### config.mk
export PLATFORM = sky130hd
export DESIGN_NAME = mem_responder
export DESIGN_NICKNAME = d
export VERILOG_FILES = /design/src/rtl/mem_responder_pkg.sv /design/src/rtl/mem_responder_mem_array.sv /design/src/rtl/mem_responder.sv
export SDC_FILE = /design/constraint.sdc
export NUM_CORES = 2
export LEC_CHECK = 0
export BUFFER_PORTS_ARGS = -buffer_cell sky130_fd_sc_hd__buf_2
export CAP_MARGIN = 5
export CELL_PAD_IN_SITES_DETAIL_PLACEMENT = 1
export CELL_PAD_IN_SITES_GLOBAL_PLACEMENT = 1
export CORE_MARGIN = 2
export CORE_UTILIZATION = 34
export DETAILED_ROUTE_END_ITERATION = 16
export PLACE_DENSITY_LB_ADDON = 0.3
export SETUP_SLACK_MARGIN = 0.02
export SLEW_MARGIN = 40
export SYNTH_ARGS = -nofsm -noshare
export SYNTH_HDL_FRONTEND = slang
export SYNTH_SLANG_ARGS = --single-unit
### constraint.sdc
create_clock -name i_clk1 -period 4.9 [get_ports i_clk1]
set_clock_uncertainty 0.05 [all_clocks]
set_input_delay 0.245 -clock i_clk1 [delete_from_list [all_inputs] [get_ports i_clk1]]
set_output_delay 0.245 -clock i_clk1 [all_outputs]
set_load 0.1 [all_outputs]
### src/rtl/mem_responder_pkg.sv
// Shared types and constants for the memory responder: FSM states, op codes,
// captured-request payload and the address range check.
package mem_responder_pkg;

  localparam int unsigned DATA_W = 16;
  localparam int unsigned ADDR_W = 16;
  localparam int unsigned CNT_W  = 4;

  typedef enum logic {
    IDLE = 1'b0,
    BUSY = 1'b1
  } state_t;

  typedef enum logic {
    OP_RD = 1'b0,
    OP_WR = 1'b1
  } op_t;

  typedef struct packed {
    op_t               op;
    logic [ADDR_W-1:0] addr;
    logic [DATA_W-1:0] data;
  } req_t;

  function automatic logic addr_in_range(input logic [ADDR_W-1:0] addr,
                                         input int unsigned       depth);
    return 32'(addr) < depth;
  endfunction

endpackage

### src/rtl/mem_responder_mem_array.sv
// Single-port word storage: synchronous write, registered read whose output
// register holds until the next read enable or a synchronous clear.
module mem_array
  import mem_responder_pkg::*;
#(
  parameter int unsigned DEPTH = 256,
  parameter int unsigned AW    = 8
) (
  input  logic              i_clk,
  input  logic              i_we,
  input  logic              i_re,
  input  logic              i_clr,
  input  logic [AW-1:0]     i_addr,
  input  logic [DATA_W-1:0] i_wdata,
  output logic [DATA_W-1:0] o_rdata
);

  logic [DATA_W-1:0] r_mem [DEPTH];
  logic [DATA_W-1:0] r_rdata;

  always_ff @(posedge i_clk) begin
    if (i_we) begin
      r_mem[i_addr] <= i_wdata;
    end
  end

  // Output register doubles as the responder's read-data hold register.
  always_ff @(posedge i_clk) begin
    if (i_clr) begin
      r_rdata <= '0;
    end else if (i_re) begin
      r_rdata <= r_mem[i_addr];
    end
  end

  assign o_rdata = r_rdata;

endmodule

### src/rtl/mem_responder.sv
// Memory responder: accepts single-cycle RD/WR strobes, waits WAIT extra
// cycles, then completes the access with a one-cycle Ack (and Err on faults).
module mem_responder
  import mem_responder_pkg::*;
#(
  parameter int unsigned DEPTH = 256,
  parameter int unsigned WAIT  = 1
) (
  input  logic              i_clk1,
  input  logic              i_reset,
  input  logic [ADDR_W-1:0] i_addr,
  input  logic              i_rd,
  input  logic              i_wr,
  input  logic [DATA_W-1:0] i_data_in,
  output logic [DATA_W-1:0] o_data_out,
  output logic              o_ack,
  output logic              o_busy,
  output logic              o_err
);

  localparam int unsigned AW = (DEPTH > 1) ? $clog2(DEPTH) : 1;

  state_t            r_state, w_state_nxt;
  logic [CNT_W-1:0]  r_cnt, w_cnt_nxt;
  req_t              r_req, w_req_nxt;
  logic              r_ack, w_ack_nxt;
  logic              r_err, w_err_nxt;
  logic              w_we, w_re, w_clr;
  logic              w_in_range;
  logic [DATA_W-1:0] w_rd_data;

  assign w_in_range = addr_in_range(r_req.addr, DEPTH);

  always_ff @(posedge i_clk1) begin
    if (i_reset) begin
      r_state <= IDLE;
      r_cnt   <= '0;
      r_ack   <= 1'b0;
      r_err   <= 1'b0;
    end else begin
      r_state <= w_state_nxt;
      r_cnt   <= w_cnt_nxt;
      r_ack   <= w_ack_nxt;
      r_err   <= w_err_nxt;
    end
  end

  // Captured request only matters while BUSY, so it needs no reset.
  always_ff @(posedge i_clk1) begin
    r_req <= w_req_nxt;
  end

  always_comb begin
    w_state_nxt = r_state;
    w_cnt_nxt   = r_cnt;
    w_req_nxt   = r_req;
    w_ack_nxt   = 1'b0;
    w_err_nxt   = 1'b0;
    w_we        = 1'b0;
    w_re        = 1'b0;
    w_clr       = i_reset;
    case (r_state)
      IDLE: begin
        if (i_rd ^ i_wr) begin
          w_req_nxt.op   = i_wr ? OP_WR : OP_RD;
          w_req_nxt.addr = i_addr;
          w_req_nxt.data = i_data_in;
          w_cnt_nxt      = CNT_W'(WAIT);
          w_state_nxt    = BUSY;
        end else if (i_rd && i_wr) begin
          w_err_nxt = 1'b1;
        end
      end
      BUSY: begin
        w_err_nxt = i_rd | i_wr;
        if (r_cnt != '0) begin
          w_cnt_nxt = r_cnt - CNT_W'(1);
        end else begin
          w_ack_nxt   = 1'b1;
          w_state_nxt = IDLE;
          // Out-of-range: write dropped, read returns zero; memory untouched on reset.
          if (!w_in_range) begin
            w_err_nxt = 1'b1;
            w_clr     = i_reset || (r_req.op == OP_RD);
          end else if (r_req.op == OP_WR) begin
            w_we = !i_reset;
          end else begin
            w_re = !i_reset;
          end
        end
      end
      default: w_state_nxt = IDLE;
    endcase
  end

  mem_array #(
    .DEPTH (DEPTH),
    .AW    (AW)
  ) u_mem_array (
    .i_clk   (i_clk1),
    .i_we    (w_we),
    .i_re    (w_re),
    .i_clr   (w_clr),
    .i_addr  (r_req.addr[AW-1:0]),
    .i_wdata (r_req.data),
    .o_rdata (w_rd_data)
  );

  assign o_data_out = w_rd_data;
  assign o_ack      = r_ack;
  assign o_err      = r_err;
  assign o_busy     = (r_state == BUSY);

endmodule

# --- Word-level counts from Yosys, hierarchy flattened ---
# Memory sizes are Yosys's and may differ from the RTL's. A register that Yosys moved wholly into a read port is not among the register bits.
# Index checks and enable logic that the tools add are counted.
op_classes:
  add_sub_neg: 1
  order_cmp: 1
  n_eq_ne: 2
  muxes: 26
  bitwise_logic: 4
  reduce_logical: 7
ops:
  columns: ["operator", "n"]
  rows:
  - ["two-way mux 1 bit", 21]
  - ["< comparator 16 x 9 -> 1 bit, second input constant", 1]
  - ["two-way mux 4 bit", 2]
  - ["one-hot mux 4 bit (2 select lines)", 1]
  - ["one-hot mux 1 bit (2 select lines)", 2]
  - ["AND reduction 2 bit", 2]
  - ["nonzero test 4 bit", 1]
  - ["subtractor 4 x 1 -> 4 bit, second input constant", 1]
  - ["!= test 2 x 1 -> 1 bit, second input constant", 1]
  - ["!= test 2 bit, second input constant", 1]
  - ["NOT 1 bit", 2]
  - ["OR reduction 2 bit", 1]
  - ["logical AND 1 bit", 1]
  - ["logical NOT 1 bit", 1]
  - ["logical OR 1 bit", 1]
  - ["OR 1 bit", 1]
  - ["bitwise XOR 1 bit", 1]
totals:
  register_bits: 40
  ram_bits: 4096
  input_bits: 36
  output_inout_bits: 19
  elab_cells: 49
  memories: 1
mem_list:
  columns: ["name", "depth", "word_bits", "read_ports", "rd_clocked_by_memory_dff", "write_ports", "line_no", "text"]
  rows:
  - ["u_mem_array.r_mem", 256, 16, 1, 1, 1, "mem_responder_mem_array.sv:18", "logic [DATA_W-1:0] r_mem [DEPTH];"]

# --- Longest topological paths before layout ---
depth:
  ltp_word: 7
  mapped_depth: 14
  depth_no_buf: 8

# --- By module ---
# Synthesis repeated with hierarchy kept, for this count alone.
unflattened:
  hier_cells: 7123
  area_unflattened_um2: 158196.7
modules_own_cells:
  columns: ["mod", "instances", "cells_each", "area_per_inst_um2", "seq_area_each_um2"]
  rows:
  - ["mem_array", 1, 7039, 156771.6, 123318.3]
  - ["mem_responder", 1, 84, 1425.1, 1131.1]

# --- Worst setup path before layout ---
# OpenSTA, ideal clock, no wires.
synth_path:
  path_type: "flip-flop to flip-flop"
  start: "register r_req[0] (netlist bit)"
  end: "memory u_mem_array.r_mem[0][0], data pin"
  setup_ns: 0.817
  arrival_ns: 3.228
  required_ns: 4.033
  path_slack_ns: 0.804
  stages_incl_launch_ff: 1
  path_buffers: 0
  synth_period_minus_slack_ns: 4.096
  cell_sequence: "edfxtp_1"
synth_rtl:
  columns: ["item", "line_no", "text"]
  rows:
  - ["start, declared", "mem_responder.sv:25", "req_t r_req, w_req_nxt;"]
  - ["start signal, assigned", "mem_responder.sv:50", "r_req <= w_req_nxt;"]
  - ["end, declared", "mem_responder_mem_array.sv:18", null]
# Straight into the memory's write port.

# --- Final worst setup path ---
layout_path:
  start: "register r_req[17] (netlist bit)"
  end: "register u_mem_array.r_rdata[12], in the netlist u_mem_array.o_rdata[12], read port of u_mem_array.r_mem"
layout_via:
  elab_chain_len: 4
layout_rtl:
  columns: ["item", "line_no", "text"]
  rows:
  - ["< comparator 16 x 9 -> 1 bit", "mem_responder_pkg.sv:27", "return 32'(addr) < depth;"]
  - ["two-way mux 1 bit", "mem_responder.sv:82", "if (!w_in_range) begin"]
  - ["two-way mux 1 bit", "mem_responder.sv:76", "if (r_cnt != '0) begin"]
  - ["two-way mux 1 bit", "mem_responder.sv:62", "case (r_state)"]
  - ["end, declared", "mem_responder_mem_array.sv:19", "logic [DATA_W-1:0] r_rdata;"]
# Several ways; a longest one is shown, not always the timed one.
# A chain may end at the register's enable or synchronous reset.

==> summary.txt <==
===============================================================================================
Yosys reg bits ...................................................................         4152
Summed instance area of the synthesized netlist ..................................  159000 um^2
Data arrival, critical path ......................................................      5530 ps
Length of the first detailed-routing pass in iterations ..........................            7
Cells taking the most area after synthesis ....................................... sky130_fd_sc_hd__edfxtp_1 (78%), sky130_fd_sc_hd__mux4_2 (15%), sky130_fd_sc_hd__mux2i_1 (1.9%), sky130_fd_sc_hd__nor2_1 (0.71%), sky130_fd_sc_hd__a22oi_1 (0.62%)
Design Power .....................................................................      77.9 mW
Share of final-layout standard cells stronger than drive strength 1 ..............        29.7%
Clock sink count .................................................................         4152
Root Buffer ...................................................................... sky130_fd_sc_hd__clkbuf_16
Share of the clock period used by the worst path .................................        94.2%
HPWL after DPL ...................................................................    283000 um
Met1 track demand over resource ..................................................        27.9%
Nets@finish ......................................................................         7740
Setup repair after global routing missed its margin ..............................        false
Worst-path fanout max ............................................................           24
Area taken by flip-flops and latches .............................................  124000 um^2
Non-Filler Cell Area, Final ......................................................  185000 um^2
Clock network latency to the later pin of the worst-skew pair ....................       990 ps
Ports ............................................................................           55
Die outline height ...............................................................       687 um
CTS Buf Count ....................................................................          425
Area Growth Syn to Fin ...........................................................        16.6%
CTS resizes ......................................................................            0
Setup-violating endpoint count in the final report ...............................            0
Leading register cell type out of synthesis ...................................... sky130_fd_sc_hd__edfxtp_1
Core box area ....................................................................  464000 um^2
Number of routed nets with antenna violations ....................................            0
Vias per cell ....................................................................         5.46
Busiest layer in global routing ..................................................         met2
Critical path capture point type .................................................         flop
Global-route wire length before repair ...........................................    649000 um
Largest net degree at the start of global routing ................................          192
Vias after detailed routing ......................................................        77700
Hold-fix buffers at CTS ..........................................................           64
CTS tree .........................................................................        built
Total nets after synthesis .......................................................         7008
Dpl cell area ....................................................................  170000 um^2
Critical Path Slowest Stage Cell ................................................. sky130_fd_sc_hd__nor3_1
Number of unique standard cell types used by synthesis ...........................           58
Most frequent cells after synthesis .............................................. sky130_fd_sc_hd__edfxtp_1 (4129), sky130_fd_sc_hd__mux4_2 (1022), sky130_fd_sc_hd__nor2_1 (302), sky130_fd_sc_hd__mux2i_1 (300)
Number of flops mapped to enable cells by yosys ..................................         4129
Sequential element share of the synthesized area .................................        78.4%
Startpoint type of the worst setup path ..........................................         flop
Worst hold-check slack ...........................................................       106 ps
Clock input transition at the sequential cells of the worst setup and hold paths .        60 ps
Delay of the slowest critical-path stage .........................................       810 ps
Number of pins with negative max-slew slack in the final report ..................            0
Most frequent cell after synthesis ............................................... sky130_fd_sc_hd__edfxtp_1
Full die area ....................................................................  472000 um^2
Dpl ws ...........................................................................       181 ps
Peak supply drop .................................................................     0.345 mV
Initial cell density of the core .................................................        34.2%
Final hold violation count .......................................................            0
Number of inserted filler cells in the final layout ..............................        43700
Power per unit of standard cell area .............................................  421 nW/um^2
Worst min path class ............................................................. primary input to flop
Leakage dissipation ..............................................................      57.6 nW
Global-route met3 utilization ....................................................        2.80%
Standard-cell rows ...............................................................          250
Worst Slack Setup Final ..........................................................       287 ps
Number of synthesis warnings .....................................................            0
Total global routing track utilization ...........................................        19.3%
DIE WIDTH ........................................................................       687 um
GR Overflow Total ................................................................            0
Final Util .......................................................................        39.9%
IO Port Bufs .....................................................................           54
Number of violations reported at the end of detailed-routing iteration 0 .........        10200
Critical path class .............................................................. flop to flop
Initial antenna violation count ..................................................           42
Post-synth top area share ........................................................        78.2%
Crit path time final .............................................................      4610 ps
Area occupied by multi-input gates ...............................................   32800 um^2
Library cell occupying the most area in the post-synthesis netlist ............... sky130_fd_sc_hd__edfxtp_1
Worst Path Required ..............................................................      5820 ps
Sum of routed wire length over all layers ........................................    462000 um
Number of buffers inserted to repair setup after CTS .............................            0
H-tree level count ...............................................................            5
Number of instances in the synthesized netlist ...................................         6969
Fmax .............................................................................    0.217 GHz
Mean area per synthesized cell ...................................................    22.8 um^2
Global-route met2 utilization ....................................................        30.7%
RePlAce Congestion ...............................................................        0.839
Longest Clk Path Bufs ............................................................            4
Share of async-settable or async-resettable flops after synthesis ................           0%
DR DRC count .....................................................................            0
Number of violations of the max-capacitance limit ................................            0
Relative slew slack ..............................................................        34.6%
Outcome ..........................................................................    completed
Wirelength per Cell ..............................................................      32.5 um
List of cells traversed by the critical path ..................................... buf_12 > buf_4 > buf_12 > buf_4 > mux4_2 > o22a_1 > o221ai_1 > nor3_1 > o221ai_1 > nor3_2 > o221a_2
Via count of the first global-routing pass .......................................        80500
Transition time at the pin with the least slew margin ............................       981 ps
===============================================================================================
## state kept, by name, summed over array words and instances, names as in the netlist
register	cells
u_mem_array.r_mem	4096
r_req	33
u_mem_array.o_rdata	16
r_cnt	4
o_ack	1
o_busy	1
o_err	1
## final cells by class
class	instances	share of cell area, %
Sequential cell	4152	67.3
Multi-Input combinational cell	2421	17.7
Tap cell	6174	4.18
Inverter	7	0.0156
Clock buffer	533	6.05
Clock inverter	245	1.36
Timing Repair Buffer	694	3.37
Antenna cell	13	0.0176
## final timing paths
kind                            startpoint                       to  slack, ps  depth (start not counted)
worst max-delay path             r_req[17]  u_mem_array.o_rdata[12]        290                         11
worst min-delay path             i_addr[5]                r_req[21]        110                          2
worst max register to register   r_req[17]  u_mem_array.o_rdata[12]        290                         11
worst min register to register    r_cnt[3]                 r_cnt[3]        470                          2
## power by group
part | switching (mW) | internal, mW
Sequential | 0.114 | 39.5
Clock | 14.0 | 18.1
Combinational | 4.09 | 2.12
Total | 18.2 | 59.7
## per-layer routing
| layer | routed length [um] | share of wire, % |
|---|---|---|
| met5 | 8 | 0.0017 |
| met4 | 12900 | 2.8 |
| met3 | 32400 | 7.0 |
| met2 | 219000 | 47 |
| met1 | 199000 | 43 |
## cell usage in the layout (no fill, tap or decap), types with 67 or more instances in the layout
cell type                      n
sky130_fd_sc_hd__edfxtp_1   4129
sky130_fd_sc_hd__mux4_2     1022
sky130_fd_sc_hd__buf_4       493
sky130_fd_sc_hd__clkbuf_16   429
sky130_fd_sc_hd__mux2i_1     300
sky130_fd_sc_hd__nor2_1      243
sky130_fd_sc_hd__nand2_1     141
sky130_fd_sc_hd__a22oi_1     132
sky130_fd_sc_hd__clkbuf_1     97
sky130_fd_sc_hd__clkinv_1     92
sky130_fd_sc_hd__o22ai_1      68
sky130_fd_sc_hd__clkinv_2     68
sky130_fd_sc_hd__nand3_1      67
## through the flow
step           instances  TNS (ps)
2_1_floorplan       6969         0
3_3_place_gp       13400     -1410
3_5_place_dp       13400         0
4_1_cts            14200         0
5_1_grt            14200         0
6_report           14200         0
## logic make-up after synthesis
logic type	Yosys count	share of synthesized area, %
compound gates	429	2.03
mux	1339	16.5
buf+inv	396	1.20
flops	4152	78.4
simple gates	650	1.78
fa+ha+maj	3	0.0237
## worst max-delay path: cells and delay by family (launching register included)
kind	cells	cell delay, ps
simple gates	2	1350
compound gates	4	1170
buf+inv	4	1160
flops	1	480
mux	1	280
Power figures use the tool's default switching activity.
